==> src/rtl/ticks_gen_pkg.sv <==
// Shared constants and the prescaler width helper for the ticks_gen timebase.
package ticks_pkg;

  localparam int unsigned TICKS_W       = 17;
  localparam int unsigned DIV_1MS_50MHZ = 50_000;

  // Width needed to hold 0..n-1, never less than one bit.
  function automatic int unsigned clog2_min1(input int unsigned n);
    int unsigned w;
    w = 0;
    while ((33'd1 << w) < {1'b0, n}) w++;
    return (w == 0) ? 1 : w;
  endfunction

endpackage

==> src/rtl/ticks_prescaler.sv <==
// Mod-DIV counter; wrap is high while the count sits on its terminal value.
module ticks_prescaler
  import ticks_pkg::*;
#(
  parameter int unsigned DIV = DIV_1MS_50MHZ
) (
  input  logic clk,
  input  logic rst,
  input  logic en,
  output logic wrap
);

  localparam int unsigned    PW   = clog2_min1(DIV);
  localparam logic [PW-1:0]  LAST = PW'(DIV - 1);

  logic [PW-1:0] r_pre;

  assign wrap = (r_pre == LAST);

  always_ff @(posedge clk) begin
    if (rst) begin
      r_pre <= '0;
    end else if (en) begin
      if (wrap) r_pre <= '0;
      else      r_pre <= r_pre + PW'(1);
    end
  end

endmodule

==> src/rtl/ticks_gen.sv <==
// Free-running timebase: clk / DIV prescaler drives a WIDTH-bit tick counter.
// Optional one-cycle `tick` pulse output when TICKS_GEN_PULSE_EN is defined.
module ticks_gen
  import ticks_pkg::*;
#(
  parameter int unsigned DIV   = DIV_1MS_50MHZ,
  parameter int unsigned WIDTH = TICKS_W
) (
  input  logic             clk,
  input  logic             rst,
  input  logic             start,
`ifdef TICKS_GEN_PULSE_EN
  output logic             tick,
`endif
  output logic [WIDTH-1:0] ticks
);

  logic             w_wrap;
  logic [WIDTH-1:0] r_ticks;

  ticks_prescaler #(
    .DIV (DIV)
  ) u_pre (
    .clk  (clk),
    .rst  (rst),
    .en   (start),
    .wrap (w_wrap)
  );

  // Rolls over silently at 2^WIDTH-1.
  always_ff @(posedge clk) begin
    if (rst)                 r_ticks <= '0;
    else if (start && w_wrap) r_ticks <= r_ticks + WIDTH'(1);
  end

  assign ticks = r_ticks;

`ifdef TICKS_GEN_PULSE_EN
  logic r_tick;

  always_ff @(posedge clk) begin
    if (rst) r_tick <= 1'b0;
    else     r_tick <= start && w_wrap;
  end

  assign tick = r_tick;
`endif

endmodule

==> config.mk <==
export PLATFORM = sky130hd
export DESIGN_NAME = ticks_gen
export DESIGN_NICKNAME = d
export VERILOG_FILES = /design/src/rtl/ticks_gen_pkg.sv /design/src/rtl/ticks_prescaler.sv /design/src/rtl/ticks_gen.sv
export SDC_FILE = /design/constraint.sdc
export NUM_CORES = 1
export LEC_CHECK = 0
export ABC_CLOCK_PERIOD_IN_PS = 1700
export BUFFER_PORTS_ARGS = -buffer_cell sky130_fd_sc_hd__buf_2
export CORE_MARGIN = 2
export CORE_UTILIZATION = 51
export DETAILED_ROUTE_END_ITERATION = 12
export PLACE_DENSITY = 0.74
export SYNTH_ARGS = -nofsm -noshare
export SYNTH_HDL_FRONTEND = slang
export SYNTH_SLANG_ARGS = --single-unit
==> constraint.sdc <==
create_clock -name clk -period 1.7 [get_ports clk]
set_input_delay 0 -clock clk [delete_from_list [all_inputs] [get_ports clk]]
set_output_delay 0 -clock clk [all_outputs]
set_load 0.01 [all_outputs]
==> results.py <==
metrics = {
    "timing": {
        "grt_setup_unrepaired": "yes",
        "fin_crit_ns": 1.70,
        "fin_ws_ns": -0.00355,
        "period_share_pct": 100,
        "max-slew-margin-rel_pct": 73.8,
        "fin_skew_ns": 0.0116,
        "finalSetupTns_ns": -0.00355,
        "tightest_slew_ns": 0.393,
        "drv_slew": 0,
        "hold_viol": 0,
        "setup_viol": 1,
        "max_freq_mhz": 587,
    },
    "setup_path": {
        "worst_path_largest_cell_delay_ns": 0.55,
        "path_cells": "and4bb_2 -> nand3_2 -> or4_1 -> a21oi_1",
        "criticalPathCategory": "flop to flop",
        "cp_slowest_cell": "or4_1",
        "cp_data_required_time_ns": 1.97,
        "critPathLaunch": "u_pre.r_pre[7]",
        "crit_fanout": 10,
        "crit_arrival_ns": 1.97,
        "cp-start-kind": "flop",
        "cp_top_family": "simple AND/OR/NAND/NOR gates",
        "worst_setup_path_end_kind": "flop",
        "rrSetupSlack_ns": -0.004,
        "critPathBufInv": 0,
        "timing.rr.start": "u_pre.r_pre[7]",
    },
    "clock_network": {
        "clock_path_buffers": 2,
        "ctsHtreeMaxLevel": 2,
        "tritoncts": "done",
        "cts-root-buf": "clkbuf_4",
        "clk_pin_slew_ns": 0.10,
        "cts_sinks": 33,
        "clkLatencyLatePin_ns": 0.34,
        "cts_made_buffers": 5,
        "holdBufCountCts": 0,
    },
    "logic_synthesis": {
        "netlist_instances": 189,
        "synth_fp_nets": 194,
        "synth_area_um2": 1640,
        "avgSynthCellArea_um2": 8.69,
        "synth_top_area_cell": "dfxtp_1",
        "ys.flop_type": "dfxtp_1",
        "synth_most_common_cell": "dfxtp_1",
        "ys_seq_elements": 33,
        "synth_edf_count": 0,
        "ys_seq_area_share_pct": 40.2,
        "yosysTopAreaCellShare_pct": 40.2,
        "yosysWarnings": 0,
        "synthTopCellsByCount": "33 x dfxtp_1, 17 x a21oi_1, 17 x nor2_1, 14 x nand4_1",
        "ys_async_sr_fraction_pct": 0,
        "yosysUniqueCellTypes": 30,
        "synth.top_cells.by_area": "dfxtp_1 40%, o31ai_1 5.5%, or4_1 5.5%",
    },
    "detailed_routing": {
        "remaining_drc_errors": 0,
        "viasPerCell": 5.78,
        "ant_nets": 0,
        "wl_per_cell_um": 13.7,
        "wl_um": 3810,
        "via_count": 1606,
        "first_iter_violations": 56,
        "first_pass_iters": 4,
    },
    "layout": {
        "antenna_cells": 0,
        "nets": 238,
        "nFillCells": 279,
        "seqCellArea_um2": 668,
        "multi_input_area_um2": 978,
        "syn_to_final_growth_pct": 26.4,
        "drive_gt1_share_pct": 32.5,
    },
    "pwr": {
        "p_per_area_nw_per_um2": 606,
        "leakage_nw": 0.757,
        "p_sw_share_pct": 23.3,
        "seq_power_share_pct": 62.4,
        "power_frac_comb_pct": 3.6,
        "p_clk_share_pct": 34.0,
        "internal_power_mw": 0.964,
        "ir_worst_vdd_mv": 0.482,
        "p_switching_mw": 0.294,
    },
    "floorplanning": {
        "dieArea_um2": 3690,
        "ios": 20,
        "initial_core_util_pct": 53.8,
        "fp.dieW_um": 60.8,
        "core-area_um2": 3050,
        "die_y_um": 60.8,
        "rows": 20,
    },
    "global_routing": {
        "grt_pass1_wl_um": 6200,
        "track_usage_pct": 22.3,
        "grt_pass1_vias": 1481,
        "grt_antenna_before_repair": 0,
        "overflow": 0,
        "grt_max_degree": 21,
    },
    "placed_design": {
        "place_ws_ns": -0.0196,
        "portBuffers": 19,
        "hpwl_um": 2670,
        "gp_congestion": 0.847,
    },
    "run_status": {
        "violations": "setup timing",
        "status": "finished with violations",
    },
    "run": {
        "cap_violations": 0,
    },
    "worst_hold_path": {
        "holdCritStartpoint": "start",
        "hold_path_class": "input pin to flop",
    },
}
[cell type report]
cell class,count,area share [%]
inverters,3,0.542
flip-flops and latches,33,32.2
clock buffers,8,2.35
multi-input cells,144,47.1
well taps,44,2.65
repair buffers,46,15.1
[final timing paths]
| path | endpoint | cells after the start |
|---|---|---|
| min | u_pre.r_pre[0] | 3 |
| max | ticks[4] | 4 |
| max reg2reg | ticks[4] | 4 |
| min reg2reg | u_pre.r_pre[15] | 2 |
[power by group through the flow]
stage | sequential (mW) | clock [mW] | combinational (mW)
after floorplan | 0.799 | 0 | 0.0229
after global placement | 0.798 | 0 | 0.0402
after detailed placement | 0.799 | 0 | 0.0427
after CTS | 0.781 | 0.437 | 0.0433
after global routing | 0.785 | 0.478 | 0.0491
final | 0.784 | 0.428 | 0.0457
[stage by stage]
step	util, %	instance area, µm²	instances	hold WS [ns]	power (mW)
global placement	63.2	1930	266	0.343	0.839
detailed placement	63.2	1930	266	0.369	0.842
finish	68.0	2080	278	0.0236	1.26
global route	68.0	2080	278	0.0178	1.31
floorplan	-	1640	189	0.148	0.822
CTS	65.4	2000	275	0.0178	1.26
[layer usage]
metal | wire length [µm] | global-route usage, %
met3 | 154 | 7.04
met2 | 1950 | 38.6
met1 | 1670 | 25.9
met5 | 0 | 0
met4 | 30 | 7.76
[flip-flops by register name, indices dropped and copies added, names as in the netlist]
register     cells
u_pre.r_pre     16
ticks           17
[layout by cell type (no fill, tap or decap), types with 9 or more instances in the layout]
master / Yosys / layout
dfxtp_1: 33 / 27
o31ai_1: 12 / 12
nor2_1: 17 / 17
a21oi_1: 17 / 14
or4_1: 12 / 9
nand4_1: 14 / 14
buf_4: 0 / 25
buf_2: 2 / 19
nand2_1: 12 / 11
[worst register-to-register path, stage by stage (launching register included)]
cell	delay, ns
dfxtp_1	0.32
and4bb_2	0.39
nand3_2	0.23
or4_1	0.55
a21oi_1	0.14
[logic make-up after synthesis]
group | after synthesis | synth area share [%]
adders and majority gates | 2 | 1.52
DFF | 33 | 40.2
xor gates and xnor gates | 13 | 6.93
buffers and inverters | 13 | 4.04
muxes | 3 | 1.98
and+or+nand+nor | 90 | 32.4
AOI/OAI and AO/OA | 35 | 12.9
[repair_timing]
item / in CTS / in global routing
resized for setup: 3 / 17
hold endpoints to repair: 0 / 0
cloned: 0 / 1
setup buffers: 1 / 2
pin swaps: 0 / 13
endpoints found under the setup margin: 12 / 16
(Power assumes the default switching activity.)
